`src/rtl/ps2_pkg.sv`:
```
// Shared constants and types for the PS/2 keyboard receiver.
package ps2_pkg;

  localparam logic [7:0] PS2_EXT_PREFIX   = 8'hE0;
  localparam logic [7:0] PS2_BREAK_PREFIX = 8'hF0;

  typedef logic [1:0] ps2_state_t;

  localparam ps2_state_t ST_IDLE   = 2'd0;
  localparam ps2_state_t ST_DATA   = 2'd1;
  localparam ps2_state_t ST_PARITY = 2'd2;
  localparam ps2_state_t ST_STOP   = 2'd3;

  typedef struct packed {
    logic       ext;
    logic       brk;
    logic [7:0] code;
  } ps2_event_t;

endpackage

```
`src/rtl/ps2_event_fifo.sv`:
```
// Synchronous FIFO of decoded key events; head is presented combinationally.
module ps2_event_fifo
  import ps2_pkg::*;
#(
  parameter int FIFO_DEPTH = 8
) (
  input  logic       clk,
  input  logic       reset,
  input  logic       push,
  input  ps2_event_t din,
  input  logic       pop,
  output ps2_event_t dout,
  output logic       full,
  output logic       empty
);

  localparam int AW = $clog2(FIFO_DEPTH);

  ps2_event_t    mem [FIFO_DEPTH];
  logic [AW:0]   wr_ptr;
  logic [AW:0]   rd_ptr;
  logic          do_wr;
  logic          do_rd;

  assign empty = (wr_ptr == rd_ptr);
  assign full  = (wr_ptr[AW] != rd_ptr[AW]) && (wr_ptr[AW-1:0] == rd_ptr[AW-1:0]);
  assign do_rd = pop && !empty;
  // A pop in the same cycle frees the slot, so a push into a full FIFO is kept.
  assign do_wr = push && (!full || do_rd);
  assign dout  = mem[rd_ptr[AW-1:0]];

  always_ff @(posedge clk) begin
    if (reset) begin
      wr_ptr <= '0;
      rd_ptr <= '0;
      for (int unsigned i = 0; i < FIFO_DEPTH; i++) mem[i] <= '0;
    end else begin
      if (do_wr) begin
        mem[wr_ptr[AW-1:0]] <= din;
        wr_ptr              <= wr_ptr + 1'b1;
      end
      if (do_rd) rd_ptr <= rd_ptr + 1'b1;
    end
  end

endmodule

```
`src/rtl/ps2_kb_receiver.sv`:
```
// PS/2 keyboard receiver: pin conditioning, frame FSM, E0/F0 decoder, event FIFO.
// Optional parity checking is enabled with `define PS2_PARITY_CHECK_EN.
module ps2_kb_receiver
  import ps2_pkg::*;
#(
  parameter int FIFO_DEPTH     = 8,
  parameter int FILTER_LEN     = 4,
  parameter int TIMEOUT_CYCLES = 50000
) (
  input  logic       Clk,
  input  logic       Reset,
  input  logic       KB_Clk,
  input  logic       KB_Data,
  output logic       Event_Valid,
  input  logic       Event_Ready,
  output logic [7:0] Event_Code,
  output logic       Event_Break,
  output logic       Event_Ext,
  output logic [7:0] KB_Char,
  output logic       Parity_Err,
  output logic       Frame_Err,
  output logic       Overflow
);

  localparam int FCW = $clog2(FILTER_LEN + 1);
  localparam int TW  = $clog2(TIMEOUT_CYCLES + 1);
  localparam logic [FCW-1:0] FC_LAST = FCW'(FILTER_LEN - 1);
  localparam logic [TW-1:0]  TO_LAST = TW'(TIMEOUT_CYCLES - 1);

  logic           kc_s1, kc_s2, kd_s1, kd_s2;
  logic           filt;
  logic [FCW-1:0] fcnt;
  logic           fall;

  ps2_state_t     state;
  logic [2:0]     bit_cnt;
  logic [7:0]     sr;
  logic [TW-1:0]  to_cnt;
  logic           byte_valid;
  logic           frame_err;

  logic           ext_pend, brk_pend;
  logic           evt_push;
  ps2_event_t     evt_in;
  ps2_event_t     evt_head;
  logic           fifo_full, fifo_empty, fifo_pop;
  logic [7:0]     kb_char;
  logic           overflow;

  // Filtered level flips only after FILTER_LEN consecutive disagreeing samples.
  always_ff @(posedge Clk) begin
    if (Reset) begin
      kc_s1 <= 1'b1;
      kc_s2 <= 1'b1;
      kd_s1 <= 1'b1;
      kd_s2 <= 1'b1;
      filt  <= 1'b1;
      fcnt  <= '0;
      fall  <= 1'b0;
    end else begin
      kc_s1 <= KB_Clk;
      kc_s2 <= kc_s1;
      kd_s1 <= KB_Data;
      kd_s2 <= kd_s1;
      fall  <= 1'b0;
      if (kc_s2 == filt) begin
        fcnt <= '0;
      end else if (fcnt == FC_LAST) begin
        filt <= kc_s2;
        fcnt <= '0;
        fall <= filt;
      end else begin
        fcnt <= fcnt + 1'b1;
      end
    end
  end

`ifdef PS2_PARITY_CHECK_EN
  logic par_bit;
  logic parity_err;
`endif

  always_ff @(posedge Clk) begin
    if (Reset) begin
      state      <= ST_IDLE;
      bit_cnt    <= '0;
      sr         <= '0;
      to_cnt     <= '0;
      byte_valid <= 1'b0;
      frame_err  <= 1'b0;
`ifdef PS2_PARITY_CHECK_EN
      par_bit    <= 1'b0;
      parity_err <= 1'b0;
`endif
    end else begin
      byte_valid <= 1'b0;
      frame_err  <= 1'b0;
`ifdef PS2_PARITY_CHECK_EN
      parity_err <= 1'b0;
`endif
      if (state == ST_IDLE || fall) to_cnt <= '0;
      else                          to_cnt <= to_cnt + TW'(1);

      if (state != ST_IDLE && !fall && to_cnt == TO_LAST) begin
        state     <= ST_IDLE;
        frame_err <= 1'b1;
      end else if (fall) begin
        case (state)
          ST_IDLE: begin
            bit_cnt <= '0;
            if (!kd_s2) state     <= ST_DATA;
            else        frame_err <= 1'b1;
          end
          ST_DATA: begin
            sr      <= {kd_s2, sr[7:1]};
            bit_cnt <= bit_cnt + 1'b1;
            if (bit_cnt == 3'd7) state <= ST_PARITY;
          end
          ST_PARITY: begin
`ifdef PS2_PARITY_CHECK_EN
            par_bit <= kd_s2;
`endif
            state <= ST_STOP;
          end
          default: begin
            state <= ST_IDLE;
            if (!kd_s2) frame_err <= 1'b1;
`ifdef PS2_PARITY_CHECK_EN
            else if (!(^{par_bit, sr})) parity_err <= 1'b1;
`endif
            else byte_valid <= 1'b1;
          end
        endcase
      end
    end
  end

`ifdef PS2_PARITY_CHECK_EN
  assign Parity_Err = parity_err;
`else
  assign Parity_Err = 1'b0;
`endif

  // Prefix flags survive frame errors so a retransmitted byte still decodes.
  always_ff @(posedge Clk) begin
    if (Reset) begin
      ext_pend <= 1'b0;
      brk_pend <= 1'b0;
      evt_push <= 1'b0;
      evt_in   <= '0;
      kb_char  <= PS2_BREAK_PREFIX;
    end else begin
      evt_push <= 1'b0;
      if (byte_valid) begin
        if (sr == PS2_EXT_PREFIX) begin
          ext_pend <= 1'b1;
        end else if (sr == PS2_BREAK_PREFIX) begin
          brk_pend <= 1'b1;
        end else begin
          evt_push <= 1'b1;
          evt_in   <= '{ext: ext_pend, brk: brk_pend, code: sr};
          ext_pend <= 1'b0;
          brk_pend <= 1'b0;
          if (brk_pend) kb_char <= sr;
        end
      end
    end
  end

  assign fifo_pop = Event_Valid && Event_Ready;

  ps2_event_fifo #(
    .FIFO_DEPTH (FIFO_DEPTH)
  ) u_fifo (
    .clk   (Clk),
    .reset (Reset),
    .push  (evt_push),
    .din   (evt_in),
    .pop   (fifo_pop),
    .dout  (evt_head),
    .full  (fifo_full),
    .empty (fifo_empty)
  );

  always_ff @(posedge Clk) begin
    if (Reset)                                   overflow <= 1'b0;
    else if (evt_push && fifo_full && !fifo_pop) overflow <= 1'b1;
  end

  assign Event_Valid = !fifo_empty;
  assign Event_Code  = evt_head.code;
  assign Event_Break = evt_head.brk;
  assign Event_Ext   = evt_head.ext;
  assign KB_Char     = kb_char;
  assign Frame_Err   = frame_err;
  assign Overflow    = overflow;

endmodule

```
`config.mk`:
```
export PLATFORM = sky130hd
export DESIGN_NAME = ps2_kb_receiver
export DESIGN_NICKNAME = d
export VERILOG_FILES = /design/src/rtl/ps2_pkg.sv /design/src/rtl/ps2_event_fifo.sv /design/src/rtl/ps2_kb_receiver.sv
export SDC_FILE = /design/constraint.sdc
export NUM_CORES = 1
export LEC_CHECK = 0
export BUFFER_PORTS_ARGS = -buffer_cell sky130_fd_sc_hd__buf_2
export CAP_MARGIN = 20
export CORE_MARGIN = 5
export CORE_UTILIZATION = 58
export CTS_BUF_LIST = sky130_fd_sc_hd__clkbuf_4 sky130_fd_sc_hd__clkbuf_8
export DETAILED_ROUTE_END_ITERATION = 10
export PLACE_DENSITY = 0.79
export SETUP_SLACK_MARGIN = 0.3
export SLEW_MARGIN = 30
export SYNTH_ARGS = -nofsm -noshare
export SYNTH_HDL_FRONTEND = slang
export SYNTH_SLANG_ARGS = --single-unit
```
`constraint.sdc`:
```
create_clock -name Clk -period 1.72 [get_ports Clk]
set_input_delay 0.172 -clock Clk [delete_from_list [all_inputs] [get_ports Clk]]
set_output_delay 0.172 -clock Clk [all_outputs]
set_load 0.01 [all_outputs]
```
==> summary.txt, run 1 <==
status -> complete, but fails checks
violations in the final reports -> setup timing
fill count -> 436
beginning of the worst hold path -> Reset
placed instance count -> 741
Core Box Area -> 0.01132 mm2
DP HPWL -> 9.380 mm
Num CTS Buffers -> 17
Place WS -> -113.5 ps
Nets -> 703
Max Slew Vio Count -> 0
Worst setup EP type -> primary output
worst r2r dst -> u_fifo.mem[0][2]
Mean Syn Cell Area -> 11.65 um2
first-pass detailed-route iteration total -> 6
cell row count -> 39
CTS clk-pin slew, worst paths -> 90 ps
worst min-delay path class -> input port to flop
RSZ-0062 raised after global routing -> yes
routed via count -> 5924
Hold Path Sink -> to_cnt[14]
Seq cells post-synth -> 153
via/cell ratio -> 7.036
FF-to-FF path depth -> 8
Worst EP required -> 1550 ps
P_leak -> 3.403 nW
gr usage total -> 32.07%
Area after DPL -> 0.007312 mm2
first-pass GRT wire length -> 31.91 mm
Slew @ Worst Pin -> 616.1 ps
num ports -> 27
setup_tns -> -35710 ps
# setup viols final -> 177
most frequent cells in the layout -> edfxtp_1, nor2_4, nor2_1, dfxtp_1, nand2_1
worst r2r src -> u_fifo.wr_ptr[1]
hold depth -> 3
initial antenna violation count -> 0
PwrDens -> 747.0 mW/mm2
RD Place Congestion -> 0.8454
CP max FO -> 11
worst-path cell chain -> buf_12, mux4_2, mux2_4, buf_6
Fin. Hold Viols -> 0
top_reg_cell synth -> edfxtp_1
# diodes -> 0
EDFF count, synth -> 80
final std cells w/o fill -> 842
Post-synth ARST share -> 0%
Post-Route WL -> 25.33 mm
Slew HR -> 58.88%
Bufs and invs on worst path -> 2
Synth Net Count -> 586
DRC viols -> 0
DRT iter0 DRCs -> 928
CTS H-tree lvls -> 4
achievable frequency -> 456.4 MHz
Worst VDD drop -> 0.6855 mV
CTS Root Cell -> clkbuf_8
# port buffers -> 25
Final Critical Period -> 2191 ps
clk_skew -> 15.08 ps
antenna-violating nets left -> 0
overall power -> 7.250 mW
die area -> 0.01369 mm2
Bufs on Longest Clock Path -> 2
die span in x -> 117.0 um
fraction of layout cells with a size suffix above 1 -> 53.22%
cells after synthesis -> 570
CTS tree -> yes
vias in the first global route -> 5590
most common cell after layout, fill and taps aside -> edfxtp_1
clk_lat worst skew -> 480 ps
final instance area -> 0.009706 mm2
Period Utilization, post-route -> 127.4%
Worst path top cell family by delay -> multiplexers
clk sinks -> 153
Crit Path Class -> flop to primary output
synth warn -> 0
wire per inst -> 30.08 um
largest net degree at the start of global routing -> 28
P&R area growth vs syn -> 46.19%
# Max-Cap Violations -> 0
Final WS setup -> -471.0 ps
register area -> 0.003921 mm2
Critical Path Max Stage Delay -> 540 ps
post-synthesis sequential area ratio -> 58.20%
Netlist Area Pre-Place -> 0.006639 mm2
unique cell type count in the Yosys netlist -> 53
r2r setup slk -> -370 ps
Multi-input gate area -> 0.003746 mm2
Congestion Overflow GR -> 0
die span in y -> 117.0 um
Initial Util -> 58.64%
Critical Path Start Type -> flop
Worst path slowest cell -> mux4_2
Critical Path AT -> 2020 ps
## layer usage
layer	track usage, %	routed length (um)	vias to the layer above
li1	-	-	2309
met1	38.45	8553	2886
met2	51.54	12160	559
met3	10.23	2800	170
met4	17.66	1815	0
met5	0	0	-
## tightest hold or removal path: cells and delay by family
kind	cells	cell delay (ps)
buffers and inverters	1	160
AOI/OAI and AO/OA	1	40
and+or+nand+nor	1	260
## stage by stage
stage / hold WS (ps) / util, %
after floorplan: 275.8 / -
after global placement: 355.4 / 64.59
after detailed placement: 358.8 / 64.59
after CTS: 174.9 / 78.56
after global routing: 210.7 / 85.73
final: 211.6 / 85.73
## cell type report
| cell class | instances | area share (%) |
|---|---|---|
| clock buffer | 23 | 3.004 |
| clock inverter | 8 | 1.225 |
| inverter | 9 | 0.3481 |
| multi-input combinational | 383 | 38.60 |
| sequential | 153 | 40.40 |
| tap | 143 | 1.844 |
| timing repair buffer | 123 | 14.58 |
## sequential cells by signal, summed over array words and instances (netlist names), 2 cells and up, named ones only
name and flops:
to_cnt 16, u_fifo.mem 80, u_fifo.wr_ptr 4, evt_in 10, u_fifo.rd_ptr 4, sr 8
fcnt 3, state 2, bit_cnt 3, KB_Char 8
## synthesized netlist by cell type (4+ instances only)
library cell / n / area share, %
a21oi_1: 25 / 1.9
a22o_1: 9 / 1.2
a31o_2: 7 / 0.92
and2_1: 6 / 0.57
and3_1: 5 / 0.47
buf_2: 5 / 0.38
buf_4: 7 / 0.79
buf_6: 4 / 0.68
clkbuf_1: 16 / 0.90
dfxtp_1: 73 / 22
edfxtp_1: 80 / 36
ha_1: 11 / 2.1
inv_1: 9 / 0.51
mux2_2: 10 / 1.7
mux2i_1: 5 / 0.75
mux4_2: 20 / 6.8
nand2_1: 55 / 3.1
nand3_1: 16 / 1.2
nand4_1: 9 / 0.85
nor2_1: 102 / 5.8
nor2_2: 10 / 0.94
nor2b_1: 4 / 0.38
nor3_1: 7 / 0.53
o21ai_0: 5 / 0.38
or2_2: 5 / 0.47
or3_1: 8 / 0.75
xnor2_1: 6 / 0.79
xor2_1: 11 / 1.5
## cells by family (layout without fill, tap and decap cells)
logic type / after synthesis / in the layout / synth area share (%)
and+or+nand+nor: 243 / 245 / 17.00
DFF: 153 / 153 / 58.20
AOI/OAI and AO/OA: 65 / 73 / 7.520
buffers and inverters: 44 / 163 / 3.430
muxes: 35 / 35 / 9.235
xor gates and xnor gates: 18 / 18 / 2.488
adders and majority gates: 11 / 11 / 2.073
other: 1 / 1 / 0.05649
## how the worst max path moves through the flow
| stage | startpoint | slack, ps | cells past startpoint | to |
|---|---|---|---|---|
| finish | flop | -470 | 4 | Event_Code[6] |
| global route | flop | -510 | 4 | Event_Code[6] |
| CTS | flop | -410 | 4 | Event_Code[5] |
| detailed placement | u_fifo.wr_ptr[2] | -110 | 5 | u_fifo.mem[6][6] |
| global placement | u_fifo.wr_ptr[2] | -70 | 5 | u_fifo.mem[6][5] |
| floorplan | u_fifo.wr_ptr[2] | -90 | 7 | u_fifo.mem[7][0] |
## what timing repair did
item	in CTS	in global routing
buffers inserted	30	18
resized for setup	142	161
setup endpoints to repair	220	219
endpoints found under the hold margin	2	0
hold buffers	2	0
cloned	19	1
pin swaps	35	35
## power breakdown
part / switching [mW] / internal [mW] / total, mW
Clock: 1.45 / 1.56 / 3.01
Sequential: 0.0307 / 3.88 / 3.91
Combinational: 0.186 / 0.143 / 0.330
Total: 1.67 / 5.58 / 7.25
No activity file was read; power rests on OpenSTA's default activity.
==> run 2: changes to the inputs <==
--- a/config.mk
+++ b/config.mk
@@ -7,13 +7,16 @@
 export LEC_CHECK = 0
 export BUFFER_PORTS_ARGS = -buffer_cell sky130_fd_sc_hd__buf_2
 export CAP_MARGIN = 20
+export CELL_PAD_IN_SITES_DETAIL_PLACEMENT = 1
+export CELL_PAD_IN_SITES_GLOBAL_PLACEMENT = 1
 export CORE_MARGIN = 5
-export CORE_UTILIZATION = 58
+export CORE_UTILIZATION = 52
 export CTS_BUF_LIST = sky130_fd_sc_hd__clkbuf_4 sky130_fd_sc_hd__clkbuf_8
 export DETAILED_ROUTE_END_ITERATION = 10
-export PLACE_DENSITY = 0.79
+export PLACE_DENSITY_LB_ADDON = 0.1
 export SETUP_SLACK_MARGIN = 0.3
 export SLEW_MARGIN = 30
 export SYNTH_ARGS = -nofsm -noshare
 export SYNTH_HDL_FRONTEND = slang
+export SYNTH_HIERARCHICAL = 1
 export SYNTH_SLANG_ARGS = --single-unit
==> constraint.sdc (replaced) <==
create_clock -name Clk -period 2.3 [get_ports Clk]
set_input_delay 0.23 -clock Clk [delete_from_list [all_inputs] [get_ports Clk]]
set_output_delay 0.23 -clock Clk [all_outputs]
set_load 0.01 [all_outputs]
==> summary.txt, run 2 <==
Congestion Overflow GR -> 0 (unchanged)
# port buffers -> 25 (unchanged)
die area -> 0.01512 mm2 (+10%)
met1 Use GR -> 27.17% (-11 points)
Worst VDD drop -> 0.4855 mV (-29%)
cell row count -> 41 (+5.1%)
RSZ-0062 raised after global routing -> yes
die span in x -> 123.0 um (+5.1%)
most common cell after layout, fill and taps aside -> nor2_1
PwrDens -> 696.9 mW/mm2 (-6.7%)
clk_lat worst skew -> 450 ps (-30 ps)
Seq cells post-synth -> 153 (unchanged)
Area after DPL -> 0.006965 mm2 (-4.7%)
via/cell ratio -> 5.646 (-20%)
antenna-violating nets left -> 0 (unchanged)
CTS tree -> yes
DRT iter0 DRCs -> 322 (-65%)
Critical Path Start Type -> flop
Initial Util -> 52.79% (-5.9 points)
worst r2r dst -> u_fifo/mem[4][4]
largest net degree at the start of global routing -> 21 (-25%)
Max Slew Vio Count -> 0 (unchanged)
achievable frequency -> 452.0 MHz
r2r setup slk -> 330 ps (+700 ps)
GR Layer Usage met3 -> 4.117% (-6.1 points)
ranking of synthesized cells by area -> edfxtp_1, dfxtp_1, mux4_2
worst min-delay path class -> input port to flop
Worst EP required -> 2070 ps (+520 ps)
Fin. Hold Viols -> 0 (unchanged)
routed via count -> 4500 (-24%)
Bufs and invs on worst path -> 2 (unchanged)
Num CTS Buffers -> 17 (unchanged)
# diodes -> 0 (unchanged)
Critical Path Max Stage Delay -> 530 ps (about the same)
P_leak -> 2.689 nW (-21%)
Core Box Area -> 0.01257 mm2 (+11%)
Final Critical Period -> 2212 ps
Slew @ Worst Pin -> 644.7 ps (+28.65 ps)
Slew HR -> 56.97% (-1.9 points)
Critical Path AT -> 1980 ps (-40 ps)
Regs by FF count -> u_fifo/mem x80, to_cnt x16, evt_in x10
DRC viols -> 0 (unchanged)
# setup viols final -> 0 (-100%)
FF-to-FF path depth -> 8 (unchanged)
Worst setup EP type -> primary output
top post-synthesis cells by count -> nor2_1, edfxtp_1, dfxtp_1, nand2_1, mux4_2
Largest register FFs -> 80 (unchanged)
# Max-Cap Violations -> 0 (unchanged)
Nets -> 628 (-11%)
Post-synth ARST share -> 0% (unchanged)
RD Place Congestion -> 0.7573 (-10%)
unique cell type count in the Yosys netlist -> 58 (+9.4%)
setup_tns -> 0 ps (+35710 ps)
clk_skew -> 7.925 ps (-7.159 ps)
most frequent cells in the layout -> nor2_1, edfxtp_1, dfxtp_1, nand2_1, buf_2
DP HPWL -> 10.30 mm (+9.8%)
top_reg_cell synth -> edfxtp_1
CTS clk-pin slew, worst paths -> 80 ps (about the same)
first-pass detailed-route iteration total -> 6 (unchanged)
Place WS -> 166.6 ps (+280.1 ps)
Synth top area share -> 36.21% (about the same)
Worst path slowest cell -> mux4_2
Multi-input gate area -> 0.002683 mm2 (-28%)
GR Layer Usage met2 -> 36.80% (-15 points)
gr usage total -> 21.55% (-11 points)
fill count -> 1313 (+200%)
EDFF count, synth -> 80 (unchanged)
die span in y -> 123.0 um (+5.1%)
grt peak-use layer -> met2
Hold Path Sink -> bit_cnt[0]
Post-Route WL -> 15.68 mm (-38%)
CTS Root Cell -> clkbuf_8
worst-path cell chain -> clkbuf_16, mux4_2, mux2_2, buf_2
Period Utilization, post-route -> 96.18%
Netlist Area Pre-Place -> 0.006635 mm2 (about the same)
top cell type by total area after synthesis -> edfxtp_1
num ports -> 27 (unchanged)
Worst path top cell family by delay -> multiplexers
Crit Path Class -> flop to primary output
hold depth -> 2 (-1)
wire per inst -> 19.67 um (-35%)
P&R area growth vs syn -> 16.42%
initial antenna violation count -> 0 (unchanged)
status -> finished, final reports clean
fraction of layout cells with a size suffix above 1 -> 25.76% (-27 points)
overall power -> 5.383 mW (-26%)
most frequent cell after synthesis -> nor2_1
Synth Net Count -> 590 (+0.68%)
CTS H-tree lvls -> 4 (unchanged)
worst r2r src -> u_fifo/wr_ptr[1]
final instance area -> 0.007725 mm2 (-20%)
Largest Register -> u_fifo/mem
beginning of the worst hold path -> Reset
vias in the first global route -> 4633 (-17%)
Final WS setup -> 87.85 ps (+558.8 ps)
Bufs on Longest Clock Path -> 2 (unchanged)
CP max FO -> 5 (-6)
Mean Syn Cell Area -> 11.56 um2 (-0.75%)
register area -> 0.003880 mm2 (-1.1%)
cells after synthesis -> 574 (+0.70%)
first-pass GRT wire length -> 24.54 mm (-23%)
post-synthesis sequential area ratio -> 58.23% (about the same)
synth warn -> 6 (+6)
clk sinks -> 153 (unchanged)
run 2: cell types whose count changed in the layout (fill, tap and decap cells not counted), moves of 11 or more:
cell / change
buf_4: -25
buf_6: -39
nor2_1: +66
nor2_4: -62
dfxtp_1: +19
nand2_1: +16
buf_12: -11
dfxtp_2: -12
run 2: report_power, final:
part           switching, mW  internal [mW]
logic                 0.0829         0.0547
clock network          0.990           1.33
registers             0.0179           2.91
run 2: cell type report:
cell class	count	area share (%)
sequential	153	50.23
multi-input combinational	373	34.73
timing repair buffer	50	5.410
clock buffer	22	3.920
tap	172	2.786
clock inverter	10	2.089
inverter	17	0.8422
run 2: metrics by stage:
| step | std cells | hold slack, ps | utilization [%] |
|---|---|---|---|
| 2_1_floorplan | 574 | 333.8 | - |
| 3_3_place_gp | 755 | 399.2 | 55.42 |
| 3_5_place_dp | 755 | 398.6 | 55.42 |
| 4_1_cts | 791 | 114.1 | 59.84 |
| 5_1_grt | 797 | 141.3 | 61.46 |
| 6_report | 797 | 143.6 | 61.46 |
run 2: cells by family (layout without fill, tap and decap cells):
family,Yosys count,in the layout,synth area share [%]
xor+xnor,17,17,2.357
flops,153,153,58.23
other cells,1,1,0.05652
simple gates,235,235,15.76
buf+inv,49,99,3.715
fa+ha+maj,11,11,2.074
compound gates,71,72,8.260
mux,37,37,9.542
run 2: how the worst max path moves through the flow:
stage                  endpoint  slack [ps]  depth (start not counted)
4_1_cts           Event_Code[2]          40                          4
6_report          Event_Code[0]          90                          4
3_3_place_gp   u_fifo/mem[7][1]         280                          7
3_5_place_dp   u_fifo/mem[0][0]         170                          7
2_1_floorplan  u_fifo/mem[0][0]         320                          8
5_1_grt           Event_Code[7]          30                          4
run 2: what timing repair did:
action	in CTS	in global routing
setup endpoints to repair	120	176
gates cloned	2	2
hold buffers	2	0
setup buffers	0	4
pin swaps	1	3
resized for setup	12	23
endpoints found under the hold margin	2	0
run 2: routing by layer:
metal,vias to the layer above,part of all wire (%)
met5,-,0
met4,0,1.9
met3,23,3.7
met2,82,52
met1,2283,43
li1,2112,-
